==> config.mk <==
export PLATFORM = sky130hd
export DESIGN_NAME = mem_stage
export DESIGN_NICKNAME = d
export VERILOG_FILES = /design/src/rtl/mem_stage.sv
export SDC_FILE = /design/constraint.sdc
export NUM_CORES = 1
export LEC_CHECK = 0
export BUFFER_PORTS_ARGS = -buffer_cell sky130_fd_sc_hd__buf_2
export CORE_ASPECT_RATIO = 0.7
export CORE_MARGIN = 2
export CORE_UTILIZATION = 45
export DETAILED_ROUTE_END_ITERATION = 16
export MAX_ROUTING_LAYER = met4
export PLACE_DENSITY = 0.77
export SYNTH_ARGS = -nofsm -noshare
export SYNTH_HDL_FRONTEND = slang
export SYNTH_SLANG_ARGS = --single-unit
==> constraint.sdc <==
create_clock -name clk -period 8.9 [get_ports clk]
set_input_delay 0.89 -clock clk [delete_from_list [all_inputs] [get_ports clk]]
set_output_delay 0.89 -clock clk [all_outputs]
set_load 0.01 [all_outputs]
==> src/rtl/mem_stage.sv <==
// MEM stage: drives the data-memory req/ack handshake, stalls upstream while an access is in flight,
// and loads the MEM/WB payload. Optional forwarding outputs are enabled by defining MEM_STAGE_FWD_EN.
module mem_stage #(
    parameter int DW = 64,
    parameter int RW = 5
) (
    input  logic          clk,
    input  logic          rst,
    input  logic [DW-1:0] ALUresult,
    input  logic [DW-1:0] WriteData,
    input  logic [RW-1:0] Rd,
    input  logic [1:0]    WB,
    input  logic [4:0]    M,
    output logic          mem_req,
    output logic          mem_we,
    output logic [DW-1:0] mem_addr,
    output logic [DW-1:0] mem_wdata,
    output logic [1:0]    mem_size,
    input  logic          mem_ack,
    input  logic [DW-1:0] mem_rdata,
    output logic          stall,
    output logic [DW-1:0] wb_data_out,
    output logic [RW-1:0] Rd_out,
    output logic          RegWrite_out
`ifdef MEM_STAGE_FWD_EN
    ,
    output logic          fwd_valid,
    output logic [RW-1:0] fwd_Rd,
    output logic [DW-1:0] fwd_data
`endif
);

    typedef enum logic [1:0] {
        S_IDLE = 2'd0,
        S_WAIT = 2'd1,
        S_DONE = 2'd2
    } state_t;

    state_t state_reg, state_next;

    logic          mem_req_reg,   mem_req_next;
    logic          mem_we_reg,    mem_we_next;
    logic [DW-1:0] mem_addr_reg,  mem_addr_next;
    logic [DW-1:0] mem_wdata_reg, mem_wdata_next;
    logic [1:0]    mem_size_reg,  mem_size_next;
    logic [DW-1:0] load_data_reg, load_data_next;
    logic [DW-1:0] wb_data_reg,   wb_data_next;
    logic [RW-1:0] rd_reg,        rd_next;
    logic          reg_write_reg, reg_write_next;

    logic          memop;
    logic [1:0]    size_code;
    logic [DW-1:0] lane_mask;

    // A write wins when both MemWrite and MemRead are set.
    assign memop     = M[0] | M[1];
    assign size_code = M[4] ? 2'd3 : M[3:2];

    // Byte-lane keep mask for zero-extending load data, driven by the registered size.
    generate
        for (genvar gi = 0; gi < DW / 8; gi++) begin : g_lane
            localparam bit KEEP_B = (gi < 1);
            localparam bit KEEP_H = (gi < 2);
            localparam bit KEEP_W = (gi < 4);
            logic keep;
            always_comb begin
                keep = 1'b1;
                case (mem_size_reg)
                    2'd0:    keep = KEEP_B;
                    2'd1:    keep = KEEP_H;
                    2'd2:    keep = KEEP_W;
                    default: keep = 1'b1;
                endcase
            end
            assign lane_mask[gi*8 +: 8] = {8{keep}};
        end
    endgenerate

    // State register.
    always_ff @(posedge clk or posedge rst) begin
        if (rst) begin
            state_reg <= S_IDLE;
        end else begin
            state_reg <= state_next;
        end
    end

    // Next-state logic.
    always_comb begin
        state_next = state_reg;
        case (state_reg)
            S_IDLE:  state_next = memop ? S_WAIT : S_IDLE;
            S_WAIT:  state_next = mem_ack ? S_DONE : S_WAIT;
            S_DONE:  state_next = S_IDLE;
            default: state_next = S_IDLE;
        endcase
    end

    // Output logic: stall plus next values for the request and MEM/WB registers.
    always_comb begin
        stall          = 1'b0;
        mem_req_next   = mem_req_reg;
        mem_we_next    = mem_we_reg;
        mem_addr_next  = mem_addr_reg;
        mem_wdata_next = mem_wdata_reg;
        mem_size_next  = mem_size_reg;
        load_data_next = load_data_reg;
        wb_data_next   = '0;
        rd_next        = '0;
        reg_write_next = 1'b0;
        case (state_reg)
            S_IDLE: begin
                if (memop) begin
                    stall          = 1'b1;
                    mem_req_next   = 1'b1;
                    mem_we_next    = M[0];
                    mem_addr_next  = ALUresult;
                    mem_wdata_next = WriteData;
                    mem_size_next  = size_code;
                end else begin
                    wb_data_next   = ALUresult;
                    rd_next        = Rd;
                    reg_write_next = WB[0];
                end
            end
            S_WAIT: begin
                stall = 1'b1;
                if (mem_ack) begin
                    mem_req_next = 1'b0;
                    if (!mem_we_reg) begin
                        load_data_next = mem_rdata & lane_mask;
                    end
                end
            end
            S_DONE: begin
                wb_data_next   = WB[1] ? load_data_reg : ALUresult;
                rd_next        = Rd;
                reg_write_next = WB[0];
            end
            default: begin
                stall = 1'b0;
            end
        endcase
        // Reset must clear stall immediately, even while upstream still presents a memory op.
        if (rst) begin
            stall = 1'b0;
        end
    end

    // Request and MEM/WB registers.
    always_ff @(posedge clk or posedge rst) begin
        if (rst) begin
            mem_req_reg   <= 1'b0;
            mem_we_reg    <= 1'b0;
            mem_addr_reg  <= '0;
            mem_wdata_reg <= '0;
            mem_size_reg  <= 2'd0;
            load_data_reg <= '0;
            wb_data_reg   <= '0;
            rd_reg        <= '0;
            reg_write_reg <= 1'b0;
        end else begin
            mem_req_reg   <= mem_req_next;
            mem_we_reg    <= mem_we_next;
            mem_addr_reg  <= mem_addr_next;
            mem_wdata_reg <= mem_wdata_next;
            mem_size_reg  <= mem_size_next;
            load_data_reg <= load_data_next;
            wb_data_reg   <= wb_data_next;
            rd_reg        <= rd_next;
            reg_write_reg <= reg_write_next;
        end
    end

    assign mem_req      = mem_req_reg;
    assign mem_we       = mem_we_reg;
    assign mem_addr     = mem_addr_reg;
    assign mem_wdata    = mem_wdata_reg;
    assign mem_size     = mem_size_reg;
    assign wb_data_out  = wb_data_reg;
    assign Rd_out       = rd_reg;
    assign RegWrite_out = reg_write_reg;

`ifdef MEM_STAGE_FWD_EN
    // Register 31 is never a forwarding source.
    assign fwd_valid = reg_write_reg & (rd_reg != RW'(31));
    assign fwd_Rd    = rd_reg;
    assign fwd_data  = wb_data_reg;
`endif

endmodule

==> flow_summary.json <==
{
  "max_clock_freq_mhz": 363.4,
  "grt.total_usage_pct": 21.62,
  "clock_tree_from_tritoncts": "done",
  "dominantRegCellSynth": "dfrtp_1",
  "crit_type": "in2async",
  "number_of_inserted_diodes": 0,
  "insertion_delay_ps": 520,
  "first_global_vias": 7130,
  "drt-initial-drc-count": 249,
  "post-route-min-period_ps": 2752,
  "ios": 410,
  "fin_crit_sh_pct": 30.92,
  "synth.cell_area_sq_um": 9943,
  "vias": 7148,
  "hold_path_class": "reg2reg",
  "tightest_slew_ps": 1098,
  "filler_cell_count": 1774,
  "first_pass_grt_wire_length_um": 38270,
  "total_switching_power_mw": 1.509,
  "synth_top_area_cell": "dfrtp_1",
  "antenna_left": 0,
  "maxSlewViolCount": 0,
  "timing.critical_path.slowest_stage_cell": "buf_4",
  "hold-worst-slack_ps": 478.7,
  "netlist_top_cells_area": "dfrtp_1, mux2_2, a22o_1, nand2_1, o21ai_0",
  "most_common_cell_type_on_the_critical_path": "buf_4",
  "drt-pass1-iter-count": 5,
  "finClkSkew_ps": 7.231,
  "rsz_0062_raised_after_global_routing": "no",
  "yosys_cell_types": 23,
  "max_cap_check_violation_count": 0,
  "post_synth_most_frequent_cells": "dfrtp_1, mux2_2, nand2_1",
  "crit_arrival_ps": 3360,
  "clkTransAtPathRegs_ps": 60,
  "place_congestion": 0.7962,
  "syn_area_per_cell_sq_um": 13.89,
  "routedWlPerCell_um": 17.88,
  "seq_power_share_pct": 43.2,
  "route.final.wire_length_um": 25310,
  "area_delta_synth_final_pct": 31.36,
  "syn_nets": 923,
  "drt-vias-per-instance": 5.052,
  "start_util_pct": 45.87,
  "ir_drop_v": 0.0002057,
  "synthArstFlopShare_pct": 100.0,
  "crit_path_max_fanout": 139,
  "number_of_buffers_added_for_setup_after_cts": 0,
  "synthesis.yosys.warnings": 0,
  "resized_cells_post_cts": 0,
  "flops_latches_synth": 268,
  "design.core.area_sq_um": 21680,
  "worst_path_top_cell_family_by_delay": "buffers and inverters",
  "startpoint_kind_of_the_worst_setup_timing_path": "input pin",
  "post_synth_edffs": 0,
  "share_of_synthesized_area_occupied_by_flip_flops_and_latches_pct": 67.45,
  "port_buffers": 409,
  "drive_above_1_share_pct": 51.46,
  "cp_cell_sequence": "buf_2, inv_8, buf_4, buf_4",
  "floorplan.die_area_sq_um": 23320,
  "die_x_um": 181.7,
  "largest_buffer_count_on_any_clock_path": 3,
  "switching_share_pct": 32.76,
  "die_height_um": 128.4,
  "synth.top_cell.area_share_pct": 67.45,
  "clock_tree.root_cell": "clkbuf_16",
  "cp.buffers_inverters": 4,
  "remaining_drc_errors": 0,
  "required_ps": 9510,
  "yosys.cell_count.top_type": "dfrtp_1",
  "place.detailed.hpwl_um": 17790,
  "pwr-share-clk_pct": 23.2,
  "end_kind": "async pin",
  "gr-total-overflow": 0,
  "timing.final.hold_violations": 0,
  "setup-tns-final_ps": 0,
  "postSynthCellCount": 716,
  "run_status": "finished, final reports clean",
  "cts-buffers-inserted": 26,
  "antenna_found_initial": 0,
  "slowest_delay_ps": 910,
  "std_cell_rows": 45,
  "postCtsHoldBufs": 0,
  "clock-sinks": 268,
  "power.combinational.fraction_pct": 33.6,
  "p_int_mw": 3.097,
  "p_leak_nw": 6.715,
  "grt_max_degree": 140,
  "slew_headroom_pct": 26.78,
  "power_per_cell_area_nw_per_um2": 352.7,
  "finalSetupViolCount": 0,
  "cts_max_level": 1,
  "num-nets-final": 1324
}
-- power groups by stage --
| stage | clock network [mW] | logic, mW | registers (mW) |
|---|---|---|---|
| 6_report | 1.07 | 1.55 | 1.99 |
| 3_5_place_dp | 0 | 1.57 | 2.01 |
| 5_1_grt | 1.15 | 1.69 | 2.05 |
| 3_3_place_gp | 0 | 1.53 | 1.99 |
| 4_1_cts | 1.09 | 1.57 | 1.99 |
| 2_1_floorplan | 0 | 0.790 | 2.15 |
-- worst reg2reg max path, delay by kind of cell, from the launching register on --
| family | cells | cell delay [ps] |
|---|---|---|
| AND/OR/NAND/NOR | 1 | 190 |
| multiplexers | 1 | 480 |
| flip-flops | 1 | 480 |
| buffers and inverters | 2 | 1320 |
-- kinds of logic (layout without fill, tap and decap cells) --
family	Yosys count	count (layout)	synth area share, %
DFF	268	268	67.45
muxes	138	138	15.60
and+or+nand+nor	133	133	5.499
AOI/OAI and AO/OA	126	126	8.985
buffers and inverters	51	468	2.466
-- area by class of cell --
cell class / count / area, sq um / share of cell area [%]
clock buffer: 37 / 763.2 / 5.843
sequential: 268 / 6706 / 51.35
clock inverter: 7 / 66.31 / 0.5077
tap: 282 / 352.8 / 2.701
inverter: 6 / 30.03 / 0.2299
timing repair buffer: 418 / 2115 / 16.19
multi-input combinational: 397 / 3028 / 23.18
-- path summary, 6_finish.rpt --
| check | slack [ps] | startpoint | cells after the start | to |
|---|---|---|---|---|
| max in group clk | 6250 | M[1] | 6 | mem_addr[2] |
| max reg2reg | 6320 | state_reg[0] | 4 | mem_addr[2] |
| min | 480 | mem_wdata[6] | 1 | mem_wdata[6] |
| min reg2reg | 480 | mem_wdata[6] | 1 | mem_wdata[6] |
| max | 6150 | rst | 4 | wb_data_out[18] |
| min in group asynchronous | 520 | rst | 2 | mem_addr[44] |
-- layer usage --
metal / vias up / share of wire (%) / global-route usage, %
met5: - / 0 / -
met4: 0 / 2.3 / 5.404
met3: 41 / 6.3 / 4.331
met2: 282 / 50 / 36.67
met1: 3536 / 41 / 26.98
li1: 3289 / - / -
-- metrics by stage --
stage               cell area (sq um)  setup WS, ps  std cells  utilization, %  power, mW
detailed placement              12230          5505       1371           56.43      3.577
global route                    13060          5712       1415           60.25      4.889
CTS                             13060          6046       1415           60.25      4.656
global placement                12230          5506       1371           56.43      3.515
finish                          13060          6148       1415           60.25      4.606
floorplan                        9943         628.0        716               -      2.939
-- cells in the final DEF (no fill, tap or decap), types with 7 or more instances in the layout --
cell type and count:
buf_2 409, mux2_1 18, a22o_1 65, clkbuf_16 27, o21ai_0 58, mux2_2 118, dfrtp_1 268, nand2_1 113
and2_1 7, buf_4 9
No activity file was read; power rests on OpenSTA's default activity.
